$ cat src/rtl/sdr_data_path_pipe_if.sv
// SDRAM data-path bus bundle: host write/read beats, pin-side DQ/DQM, read return.
// No storage; carries signals only.
// No backpressure: every beat presented is taken in the cycle it is presented.
interface sdr_data_path_pipe_if #(
    parameter int DSIZE = 16
) ();
    logic [DSIZE-1:0]   DATAIN;
    logic [DSIZE/8-1:0] DM;
    logic               WR_EN;
    logic               RD_EN;
    logic [DSIZE-1:0]   DQIN;
    logic [DSIZE-1:0]   DQOUT;
    logic               DQ_OE;
    logic [DSIZE/8-1:0] DQM;
    logic [DSIZE-1:0]   RDATA;
    logic               RVALID;
    logic               ERR;

    // Controller side: issues beats, supplies sampled DQ, receives read data.
    modport master (
        output DATAIN, DM, WR_EN, RD_EN, DQIN,
        input  DQOUT, DQ_OE, DQM, RDATA, RVALID, ERR
    );

    // Data-path side.
    modport slave (
        input  DATAIN, DM, WR_EN, RD_EN, DQIN,
        output DQOUT, DQ_OE, DQM, RDATA, RVALID, ERR
    );
endinterface

$ cat src/rtl/sdr_data_path_pipe.sv
// SDRAM data-path stage: write data/DQ_OE/DQM to the pins, CAS-aligned read capture, sticky conflict flag.
// Latency: write 1 clk (OUT_REG=1) or 0 clk (OUT_REG=0); DQM 1 clk; read data valid CAS_LAT+1 clks after RD_EN.
// No backpressure: one beat per clock in either direction; a read colliding with a write is dropped and flagged.
module sdr_data_path_pipe #(
    parameter int DSIZE   = 16,
    parameter int CAS_LAT = 2,
    parameter int OUT_REG = 1
) (
    input logic                 CLK,
    input logic                 RESET_N,
    sdr_data_path_pipe_if.slave bus
);
    localparam int MSIZE = DSIZE / 8;

    // Reject configurations the pipeline cannot represent.
    generate
        if (CAS_LAT < 1 || CAS_LAT > 3) begin : g_bad_cas_lat
            $error("sdr_data_path_pipe: CAS_LAT must be 1..3");
        end
        if (DSIZE < 8 || (DSIZE % 8) != 0) begin : g_bad_dsize
            $error("sdr_data_path_pipe: DSIZE must be a non-zero multiple of 8");
        end
    endgenerate

    logic [CAS_LAT:0] rd_pipe;
    logic [DSIZE-1:0] rdata_q;
    logic [MSIZE-1:0] dqm_q;
    logic             err_q;
    logic             rd_accept;
    logic             wr_conflict;

    // A write always wins the bus; a read in the same cycle never enters the pipe.
    assign rd_accept   = bus.RD_EN & ~bus.WR_EN;
    // Bits below CAS_LAT mark reads whose data is still due on DQ (this cycle or later).
    assign wr_conflict = bus.WR_EN & (bus.RD_EN | (|rd_pipe[CAS_LAT-1:0]));

    // Read tracking shift register; reset discards in-flight reads.
    always_ff @(posedge CLK) begin
        if (!RESET_N) begin
            rd_pipe <= '0;
        end else begin
            rd_pipe <= {rd_pipe[CAS_LAT-1:0], rd_accept};
        end
    end

    // Capture DQ at the end of the cycle the SDRAM drives it; hold otherwise.
    always_ff @(posedge CLK) begin
        if (!RESET_N) begin
            rdata_q <= '0;
        end else if (rd_pipe[CAS_LAT-1]) begin
            rdata_q <= bus.DQIN;
        end
    end

    // Byte mask follows DM on active beats, masks everything when idle.
    always_ff @(posedge CLK) begin
        if (!RESET_N) begin
            dqm_q <= '1;
        end else if (bus.WR_EN || bus.RD_EN) begin
            dqm_q <= bus.DM;
        end else begin
            dqm_q <= '1;
        end
    end

    // Sticky bus-turnaround conflict flag, cleared only by reset.
    always_ff @(posedge CLK) begin
        if (!RESET_N) begin
            err_q <= 1'b0;
        end else if (wr_conflict) begin
            err_q <= 1'b1;
        end
    end

    generate
        if (OUT_REG != 0) begin : g_out_reg
            logic [DSIZE-1:0] dqout_q;
            logic             dq_oe_q;

            // Registered write path: data held between writes, drive only on write beats.
            always_ff @(posedge CLK) begin
                if (!RESET_N) begin
                    dqout_q <= '0;
                    dq_oe_q <= 1'b0;
                end else begin
                    dq_oe_q <= bus.WR_EN;
                    if (bus.WR_EN) begin
                        dqout_q <= bus.DATAIN;
                    end
                end
            end

            assign bus.DQOUT = dqout_q;
            assign bus.DQ_OE = dq_oe_q;
        end else begin : g_out_comb
            assign bus.DQOUT = bus.DATAIN;
            assign bus.DQ_OE = bus.WR_EN & RESET_N;
        end
    endgenerate

    assign bus.DQM    = dqm_q;
    assign bus.RDATA  = rdata_q;
    assign bus.RVALID = rd_pipe[CAS_LAT];
    assign bus.ERR    = err_q;

endmodule

$ cat src/flat_wrapper.sv
// flat-port wrapper written by rule: the top's interface ports become plain ports
module sdr_data_path_pipe_flat 
#(
    parameter int DSIZE   = 16,
    parameter int CAS_LAT = 2,
    parameter int OUT_REG = 1
)
  (CLK, RESET_N, bus_DATAIN, bus_DM, bus_WR_EN, bus_RD_EN, bus_DQIN, bus_DQOUT, bus_DQ_OE, bus_DQM, bus_RDATA, bus_RVALID, bus_ERR);
  sdr_data_path_pipe_if #(.DSIZE(DSIZE)) bus_i ();
  input logic CLK;
  input logic RESET_N;
  input wire logic [$bits(bus_i.DATAIN)-1:0] bus_DATAIN;
  input wire logic [$bits(bus_i.DM)-1:0] bus_DM;
  input wire logic [$bits(bus_i.WR_EN)-1:0] bus_WR_EN;
  input wire logic [$bits(bus_i.RD_EN)-1:0] bus_RD_EN;
  input wire logic [$bits(bus_i.DQIN)-1:0] bus_DQIN;
  output wire logic [$bits(bus_i.DQOUT)-1:0] bus_DQOUT;
  output wire logic [$bits(bus_i.DQ_OE)-1:0] bus_DQ_OE;
  output wire logic [$bits(bus_i.DQM)-1:0] bus_DQM;
  output wire logic [$bits(bus_i.RDATA)-1:0] bus_RDATA;
  output wire logic [$bits(bus_i.RVALID)-1:0] bus_RVALID;
  output wire logic [$bits(bus_i.ERR)-1:0] bus_ERR;
  assign bus_i.DATAIN = bus_DATAIN;
  assign bus_i.DM = bus_DM;
  assign bus_i.WR_EN = bus_WR_EN;
  assign bus_i.RD_EN = bus_RD_EN;
  assign bus_i.DQIN = bus_DQIN;
  assign bus_DQOUT = bus_i.DQOUT;
  assign bus_DQ_OE = bus_i.DQ_OE;
  assign bus_DQM = bus_i.DQM;
  assign bus_RDATA = bus_i.RDATA;
  assign bus_RVALID = bus_i.RVALID;
  assign bus_ERR = bus_i.ERR;
  sdr_data_path_pipe #(.DSIZE(DSIZE), .CAS_LAT(CAS_LAT), .OUT_REG(OUT_REG)) u_core (.CLK(CLK), .RESET_N(RESET_N), .bus(bus_i));
endmodule
$ cat config.mk
export PLATFORM = sky130hd
export DESIGN_NAME = sdr_data_path_pipe_flat
export DESIGN_NICKNAME = d
export VERILOG_FILES = /design/src/rtl/sdr_data_path_pipe_if.sv /design/src/rtl/sdr_data_path_pipe.sv /design/src/flat_wrapper.sv
export SDC_FILE = /design/constraint.sdc
export NUM_CORES = 1
export LEC_CHECK = 0
export CORE_ASPECT_RATIO = 0.7
export CORE_MARGIN = 2
export CORE_UTILIZATION = 38
export CTS_CLUSTER_SIZE = 30
export DETAILED_ROUTE_END_ITERATION = 7
export PLACE_DENSITY = 0.78
export SLEW_MARGIN = 20
export SYNTH_ARGS = -nofsm -noshare
export SYNTH_HDL_FRONTEND = slang
export SYNTH_SLANG_ARGS = --single-unit
$ cat constraint.sdc
create_clock -name CLK -period 1.2 [get_ports CLK]
set_input_delay 0.18 -clock CLK [delete_from_list [all_inputs] [get_ports CLK]]
set_output_delay 0.18 -clock CLK [all_outputs]
set_load 0.01 [all_outputs]
Word-level counts from Yosys, hierarchy flattened
Index checks and enable logic that the tools add are counted.
Cells by class
  add/sub/neg operators: 0
  multipliers: 0
  div/mod/pow operators: 0
  $lt $le $gt $ge: 0
  eq/ne operators: 0
  shift operators: 0
  multiplexer cells: 0
  bitwise gates (word level): 4
  reduce and logical (&&, ||, !) cells: 3
Operators with widths (count)
  $and A1 B1 Y1: 2
  $reduce_and A2 Y1: 1
  $reduce_or A2 Y1: 1
  $logic_or A1 B1 Y1: 1
  $not A1 Y1: 1
  $or A1 B1 Y1: 1
Word-level totals
  bits in registers: 39
  bits in latches: 0
  RAM bits: 0
  bits in read-only memories: 0
  input bits: 38
  logic and storage cells: 13
  memories kept: 0

Logic depth before layout (Yosys ltp)
Gate-level depths: netlist (run 1).
  depth in word-level cells: 3
  depth in mapped cells: 4

Least setup slack after synthesis (run 1)
Ideal clock, no wire load.
  kind: register to register
  start: register u_core.rd_pipe[1]
  end: register u_core.err_q (netlist: u_core.bus.ERR)
  library setup time: 120 ps
  data arrival time: 869 ps
  setup slack: 211 ps
  stages on the path, launching flop included: 5
  buffers on the path: 2
  cells stage by stage: dfxtp_1 > buf_6 > buf_12 > nor4_2 > nor2_1
On the way
  word-level cells in the longest chain between the ends: 3
Ends and longest elaborated chain
  start: declaration: line sdr_data_path_pipe.sv:25  | logic [CAS_LAT:0] rd_pipe;
  start signal: assignment: line sdr_data_path_pipe.sv:42  | rd_pipe <= {rd_pipe[CAS_LAT-1:0], rd_accept};
  $reduce_or A2 Y1: line sdr_data_path_pipe.sv:35  | assign wr_conflict = bus.WR_EN & (bus.RD_EN | (|rd_pipe[CAS_LAT-1:0]));
  $or A1 B1 Y1: line sdr_data_path_pipe.sv:35
  $and A1 B1 Y1: line sdr_data_path_pipe.sv:35
  end signal: assignment: line sdr_data_path_pipe.sv:69  | err_q <= 1'b0;
  end signal: assignment: line sdr_data_path_pipe.sv:71  | err_q <= 1'b1;
  end: declaration: line sdr_data_path_pipe.sv:28  | logic err_q;
Every way passes these cells.
A chain may end at the register's enable or synchronous reset.

Worst setup path after layout (run 1)
  start: register u_core.err_q (netlist: u_core.bus.ERR)
  end: output port bus_ERR
RTL lines
  end: declaration: line flat_wrapper.sv:22  | output wire logic [$bits(bus_i.ERR)-1:0] bus_ERR;
No word-level cell between the ends.

==> summary.md, run 1 <==
| Metric | Value |
|---|---|
| Worst r2r dst | `u_core.bus.ERR` |
| Hold buffers post-CTS | `0` |
| H-tree Lvls | `2` |
| Critical path arrival | `between 900 and 1000 ps` |
| I/O Buffers | `74` |
| Final Hold Fails | `0` |
| Sw Share | `0.2202` |
| GP Congestion | `about 0.75` |
| Num CTS Buffers | `5` |
| Filler Cell Count | `334` |
| Clk root buf | `clkbuf_8` |
| Detailed Routing Iterations Pass 1 | `4` |
| Final setup vio count | `0` |
| WL/cell | `12.89 um` |
| Cts repair resizes | `37` |
| Max Clock Freq | `905.6 MHz` |
| Register-to-Register Path Depth | `3` |
| Relative max-transition margin | `0.8631` |
| First-pass GRT wire length | `5506 um` |
| Critical path depth | `1` |
| CP endpoint | `bus_ERR` |
| Critical Path Source | `u_core.bus.ERR` |
| Die area | `about 4300 um2` |
| Starting Density | `0.4019` |
| Register share of total power | `0.508` |
| Final WL | `3262 um` |
| Clk buf depth | `2` |
| Slowest stage delay, CP | `360 ps` |
| CP Class | `flop to output port` |
| Clock share of power | `0.357` |
| Worst setup EP type | `output port` |
| Slowest CP cell | `dfxtp_1` |
| Initial antenna violation count | `0` |
| Req. time, crit path | `1020 ps` |
| Clock sink count | `39` |
| Outcome | `complete, no violations` |
| Synth top area share | `0.5459` |
| Beginning of the worst register-to-register path | `u_core.rd_pipe[1]` |
| R2r setup slk | `250 ps` |
| Clk_lat worst skew | `290 ps` |
| Critical path, cell by cell | `dlygate4sd2_1` |
| Pint | `roughly 2100 uW` |
| Total chip power | `2699 uW` |
| GRT Total Usage | `0.1631` |
| Crit path max fanout | `3` |
| Detailed-route DRC error count | `0` |
| Total gr overflow | `0` |
| Initial drt markers | `32` |
| Via count | `roughly 1.1k` |
| Ant. Diodes | `0` |
| IO Count | `75` |
| Max-cap violations | `0` |
| Sequential share of the synthesized area | `0.5459` |
| Hold_ws | `461.4 ps` |
| Max Slew Vio Count | `0` |
| Synth Area per Inst | `11.72 um2` |
| Dpl hpwl | `2460 um` |
| Netlist cell types | `16` |
| Core area | `3558 um2` |
| Clock skew | `about 3.3 ps` |
| Vias in the first global route | `1151` |
| Largest net degree at the start of global routing | `28` |
| Share of layout cells above drive strength 1 | `0.08867` |
| Max IR drop VDD | `0.9835 mV` |
| Cell row count | `18` |
| Least-Margin Pin Slew | `about 210 ps` |
| Psw | `594.5 uW` |
| Post-Syn Nets | `160` |
| #FFs+latches synth | `39` |
| Hold Path Class | `primary input to flop` |
| Synthesis-to-layout area growth | `59.23%` |
| Hold Path Depth | `2` |
| Ratio of final minimum period to clock period | `0.9202` |
| Synthesized instance count | `~120` |
| Final worst path period need | `1104 ps` |
| YS warnings | `0` |
| Vias per Instance | `4.336` |
| Antenna Nets Post-Route | `0` |
| Crit path max-delay family | `flip-flops` |
| Cell Area, Synth | `1430 um2` |
| Synth area leaders | `dfxtp_1, mux2i_1, nor2b_1` |
| Setup repair bufs after CTS | `0` |
| Synth area leader | `dfxtp_1` |
| RSZ-0062 raised after global routing | `false` |
| Startpoint types | `flop` |
| CP bufs+invs | `1` |
| Worst-path clk slew | `70 ps` |
| CTS tree | `done` |
| Final #Nets | `240` |
| Die extent in x | `77.33 um` |
| Finished Core Util | `0.6399` |
| Die Y | `55.33 um` |
| Leakage | `between 0.001 and 0.0015 uW` |
| Combinational power share | `0.135` |
| Power per cell area | `1185 nW/um2` |
-- cell families after synthesis --
| family | Yosys count | share of synthesized area |
|---|---|---|
| and+or+nand+nor | 41 | 0.1793 |
| DFF | 39 | 0.5459 |
| muxes | 32 | 0.2240 |
| buffers and inverters | 8 | 0.04374 |
| AOI/OAI and AO/OA | 2 | 0.006992 |
-- synth_stat cells (all sizes together) --
cell type and n:
buf 5, nor4 1, nand2 1, or2 2
and2 3, clkbuf 3, nor2 2, o21ai 2
mux2i 32, dfxtp 39, nor2b 32
-- power groups by stage --
stage	Clock (uW)	Sequential [uW]	Combinational, uW
floorplan	0	1430	129
global placement	0	1400	392
detailed placement	0	1400	403
CTS	973	1370	370
global route	1050	1380	394
finish	963	1370	364
-- layer usage --
metal / share of wire / up-vias / global-route usage
li1: - / 560 / -
met2: 0.45 / 46 / 0.2634
met3: 0.093 / 0 / 0.08660
met1: 0.46 / 491 / 0.1947
met4: 0 / 0 / 0.03061
met5: 0 / - / 0
-- flip-flops by register name (all words and copies together) (netlist names) --
register          cells
u_core.bus.DQM        2
u_core.bus.DQOUT     16
u_core.bus.DQ_OE      1
u_core.bus.ERR        1
u_core.bus.RDATA     16
u_core.rd_pipe        3
-- final cells by class --
type	instances	area, um2	area share
timing repair buffer	81	747.0	0.3280
sequential	39	780.7	0.3429
tap	50	62.56	0.02747
clock buffer	8	100.1	0.04396
multi-input combinational	75	586.8	0.2577
-- through the flow --
| stage | cell area (um2) | cells | setup WS (ps) | TNS [ps] |
|---|---|---|---|---|
| 3_3_place_gp | 2223 | 245 | -67.56 | -875.0 |
| 4_1_cts | 2277 | 253 | 80.82 | 0 |
| 5_1_grt | 2277 | 253 | 51.18 | 0 |
| 2_1_floorplan | 1430 | 122 | 211.0 | 0 |
| 6_report | 2277 | 253 | 95.79 | 0 |
| 3_5_place_dp | 2223 | 245 | -137.6 | -1612 |
-- cell usage in the layout, fill, tap and decap left out, drive strengths merged, types with 2 or more instances in the layout --
| master | instances |
|---|---|
| mux2i | 32 |
| dlygate4sd2 | 37 |
| buf | 7 |
| and2 | 3 |
| nor2b | 32 |
| clkdlybuf4s50 | 37 |
| o21ai | 2 |
| nor2 | 2 |
| dfxtp | 39 |
| clkbuf | 8 |
| or2 | 2 |
-- how the worst min path moves through the flow --
stage                      start                end  slack [ps]
2_1_floorplan          bus_DM[0]  u_core.bus.DQM[0]         290
3_3_place_gp   u_core.rd_pipe[0]     u_core.bus.ERR         480
3_5_place_dp   u_core.rd_pipe[0]  u_core.rd_pipe[1]         480
4_1_cts                bus_DM[1]  u_core.bus.DQM[1]         450
5_1_grt                bus_DM[0]  u_core.bus.DQM[0]         460
6_report               bus_DM[1]  u_core.bus.DQM[1]         460
Power figures use the tool's default switching activity.
==> inputs of run 2 (changes only) <==
--- a/config.mk
+++ b/config.mk
@@ -10,7 +10,8 @@
 export CORE_UTILIZATION = 38
 export CTS_CLUSTER_SIZE = 30
 export DETAILED_ROUTE_END_ITERATION = 7
-export PLACE_DENSITY = 0.78
+export GPL_TIMING_DRIVEN = 0
+export PLACE_DENSITY = 0.88
 export SLEW_MARGIN = 20
 export SYNTH_ARGS = -nofsm -noshare
 export SYNTH_HDL_FRONTEND = slang
==> run 2 against run 1 <==
- first-iteration DRC count is 22% lower
- maximum frequency is 0.45% higher
- non-clock buffer count is 1 lower
- global-route usage is 0.17 points higher
- die area stayed put
- via count is 0.64% higher
- critical path depth stayed put
- count of clock-buffer cells in the layout is 2 lower
- clock power is 19% lower
- cell area is 1.6% lower
- flip-flop and latch count stayed put
- largest power group unchanged
- highest routed layer is now met4
==> summary.md, run 2 (synthesis results as in run 1) <==
| Metric | Value |
|---|---|
| Final #Nets | `239 (-0.42%)` |
| Crit path max fanout | `3 (unchanged)` |
| Worst hold endpoint | `u_core.rd_pipe[0]` |
| RSZ-0062 raised after global routing | `false` |
| First-pass GRT wire length | `5437 um (-1.3%)` |
| CP Class | `flop to output port` |
| Clk root buf | `clkbuf_8` |
| Ant. Diodes | `0 (unchanged)` |
| Clk_lat worst skew | `280 ps (about the same)` |
| Final worst path period need | `1099 ps (-4.921 ps)` |
| WL/cell | `12.62 um (-2.1%)` |
| Crit path max-delay family | `flip-flops` |
| Ratio of final minimum period to clock period | `0.9161 (-0.004100)` |
| Placed insts | `244 (-0.41%)` |
| CP bufs+invs | `1 (unchanged)` |
| Hold Path Class | `primary input to flop` |
| Final WL | `3155 um (-3.3%)` |
| Vias in the first global route | `1157 (+0.52%)` |
| Detailed Routing Iterations Pass 1 | `2 (-2)` |
| Initial antenna violation count | `0 (unchanged)` |
| Outcome | `complete, no violations` |
| Antenna Nets Post-Route | `0 (unchanged)` |
| R2r setup slk | `160 ps (-90 ps)` |
| Max Slew Vio Count | `0 (unchanged)` |
| Synthesis-to-layout area growth | `56.61%` |
| Worst setup EP type | `output port` |
| Least-Margin Pin Slew | `362.6 ps (+157.3 ps)` |
| Num CTS Buffers | `5 (unchanged)` |
| Via count | `1104 (+0.64%)` |
| Largest net degree at the start of global routing | `11 (-61%)` |
| Setup total negative slack | `0 ps (unchanged)` |
| Hold buffers post-CTS | `0 (unchanged)` |
| Commonest non-fill, non-tap cell in the layout | `dfxtp_1` |
| Count of non-filler cells in the finished layout | `250 (-1.2%)` |
| Dpl hpwl | `2469 um (+0.36%)` |
| Power per cell area | `1121 nW/um2 (-5.4%)` |
| Worst-path clk slew | `70 ps (about the same)` |
| Max-cap violations | `0 (unchanged)` |
| Final Hold Fails | `0 (unchanged)` |
| GRT Total Usage | `0.1648 (+0.001742)` |
| Worst hold start | `bus_WR_EN` |
| Startpoint types | `flop` |
| Max Clock Freq | `909.7 MHz (+0.45%)` |
| Leakage | `0.0009924 uW (-2.5%)` |
| Hold_ws | `166.8 ps (-294.6 ps)` |
| Req. time, crit path | `1020 ps (about the same)` |
| Relative max-transition margin | `0.7582 (-0.1048)` |
| Total gr overflow | `0 (unchanged)` |
| Cell row count | `18 (unchanged)` |
| Critical path arrival | `920 ps (about the same)` |
| Critical path, cell by cell | `dlygate4sd2_1` |
| Vias per Instance | `4.416 (+1.8%)` |
| Hold Path Depth | `2 (unchanged)` |
| I/O Buffers | `72 (-2.7%)` |
| Die Y | `55.33 um (unchanged)` |
| Initial drt markers | `25 (-22%)` |
| Die extent in x | `77.33 um (unchanged)` |
| Finished Core Util | `0.6294 (-0.01055)` |
| Slowest stage delay, CP | `360 ps (about the same)` |
| IO Count | `75 (unchanged)` |
| H-tree Lvls | `2 (unchanged)` |
| Register-to-Register Path Depth | `4 (+1)` |
| Clock sink count | `39 (unchanged)` |
| Die area | `4278 um2 (unchanged)` |
| Clk buf depth | `2 (unchanged)` |
| Commonest cells after routing, fill and taps aside | `dfxtp_1, dlygate4sd2_1, clkdlybuf4s50_1` |
| Max IR drop VDD | `0.7924 mV (-19%)` |
| Starting Density | `0.4019 (unchanged)` |
| Slowest CP cell | `dfxtp_1` |
| Share of layout cells above drive strength 1 | `0.07000 (-0.01867)` |
| Core area | `3558 um2 (unchanged)` |
| Final setup vio count | `0 (unchanged)` |
| Beginning of the worst register-to-register path | `u_core.rd_pipe[1]` |
| Detailed-route DRC error count | `0 (unchanged)` |
| Clock skew | `2.441 ps (-0.8158 ps)` |
| Filler Cell Count | `339 (+1.5%)` |
| Worst r2r dst | `u_core.bus.ERR` |
| CTS tree | `done` |
| GP Congestion | `0.7007 (-7.1%)` |
run 2: repair_timing:
| action | CTS | global route |
|---|---|---|
| setup buffers | 0 | 0 |
| gates resized for setup | 37 | 0 |
| endpoints found under the setup margin | 37 | 0 |
run 2: per-layer routing:
layer | routed length, um | GRT usage | share of wire | up-vias
met3 | 224 | 0.08170 | 0.071 | 2
li1 | - | - | - | 552
met1 | 1370 | 0.1916 | 0.43 | 514
met2 | 1551 | 0.2733 | 0.49 | 36
met4 | 9 | 0.03827 | 0.0029 | 0
met5 | 0 | 0 | 0 | -
run 2: power by group:
part / switching (uW) / leakage [uW] / internal, uW / total (uW)
combinational: 131 / 0.000636 / 226 / 357
clock: 396 / 0.0000371 / 387 / 783
sequential: 22.9 / 0.000319 / 1350 / 1370
run 2: area by class of cell:
type	count	area, um2	area share
clock buffer	6	72.57	0.03240
sequential	39	780.7	0.3486
multi-input combinational	75	586.8	0.2620
tap	50	62.56	0.02793
buffer	8	62.56	0.02793
timing repair buffer	72	674.4	0.3011
run 2: how the worst max path moves through the flow:
stage | start | end | slack, ps | cells after the start
2_1_floorplan | u_core.rd_pipe[1] | u_core.bus.ERR | 210 | 4
3_3_place_gp | bus_RD_EN | u_core.bus.DQM[0] | 30 | 3
3_5_place_dp | bus_RD_EN | u_core.bus.DQM[0] | 20 | 3
4_1_cts | u_core.bus.ERR | bus_ERR | 90 | 1
5_1_grt | u_core.bus.ERR | bus_ERR | 40 | 1
6_report | u_core.bus.ERR | bus_ERR | 100 | 1
run 2: per-stage QoR:
step           setup WS [ps]  area [um2]  total power, uW
2_1_floorplan          211.0        1430             1556
3_3_place_gp           25.80        2213             1790
3_5_place_dp           20.63        2213             1801
4_1_cts                87.96        2240             2546
5_1_grt                44.87        2240             2647
6_report               100.7        2240             2511
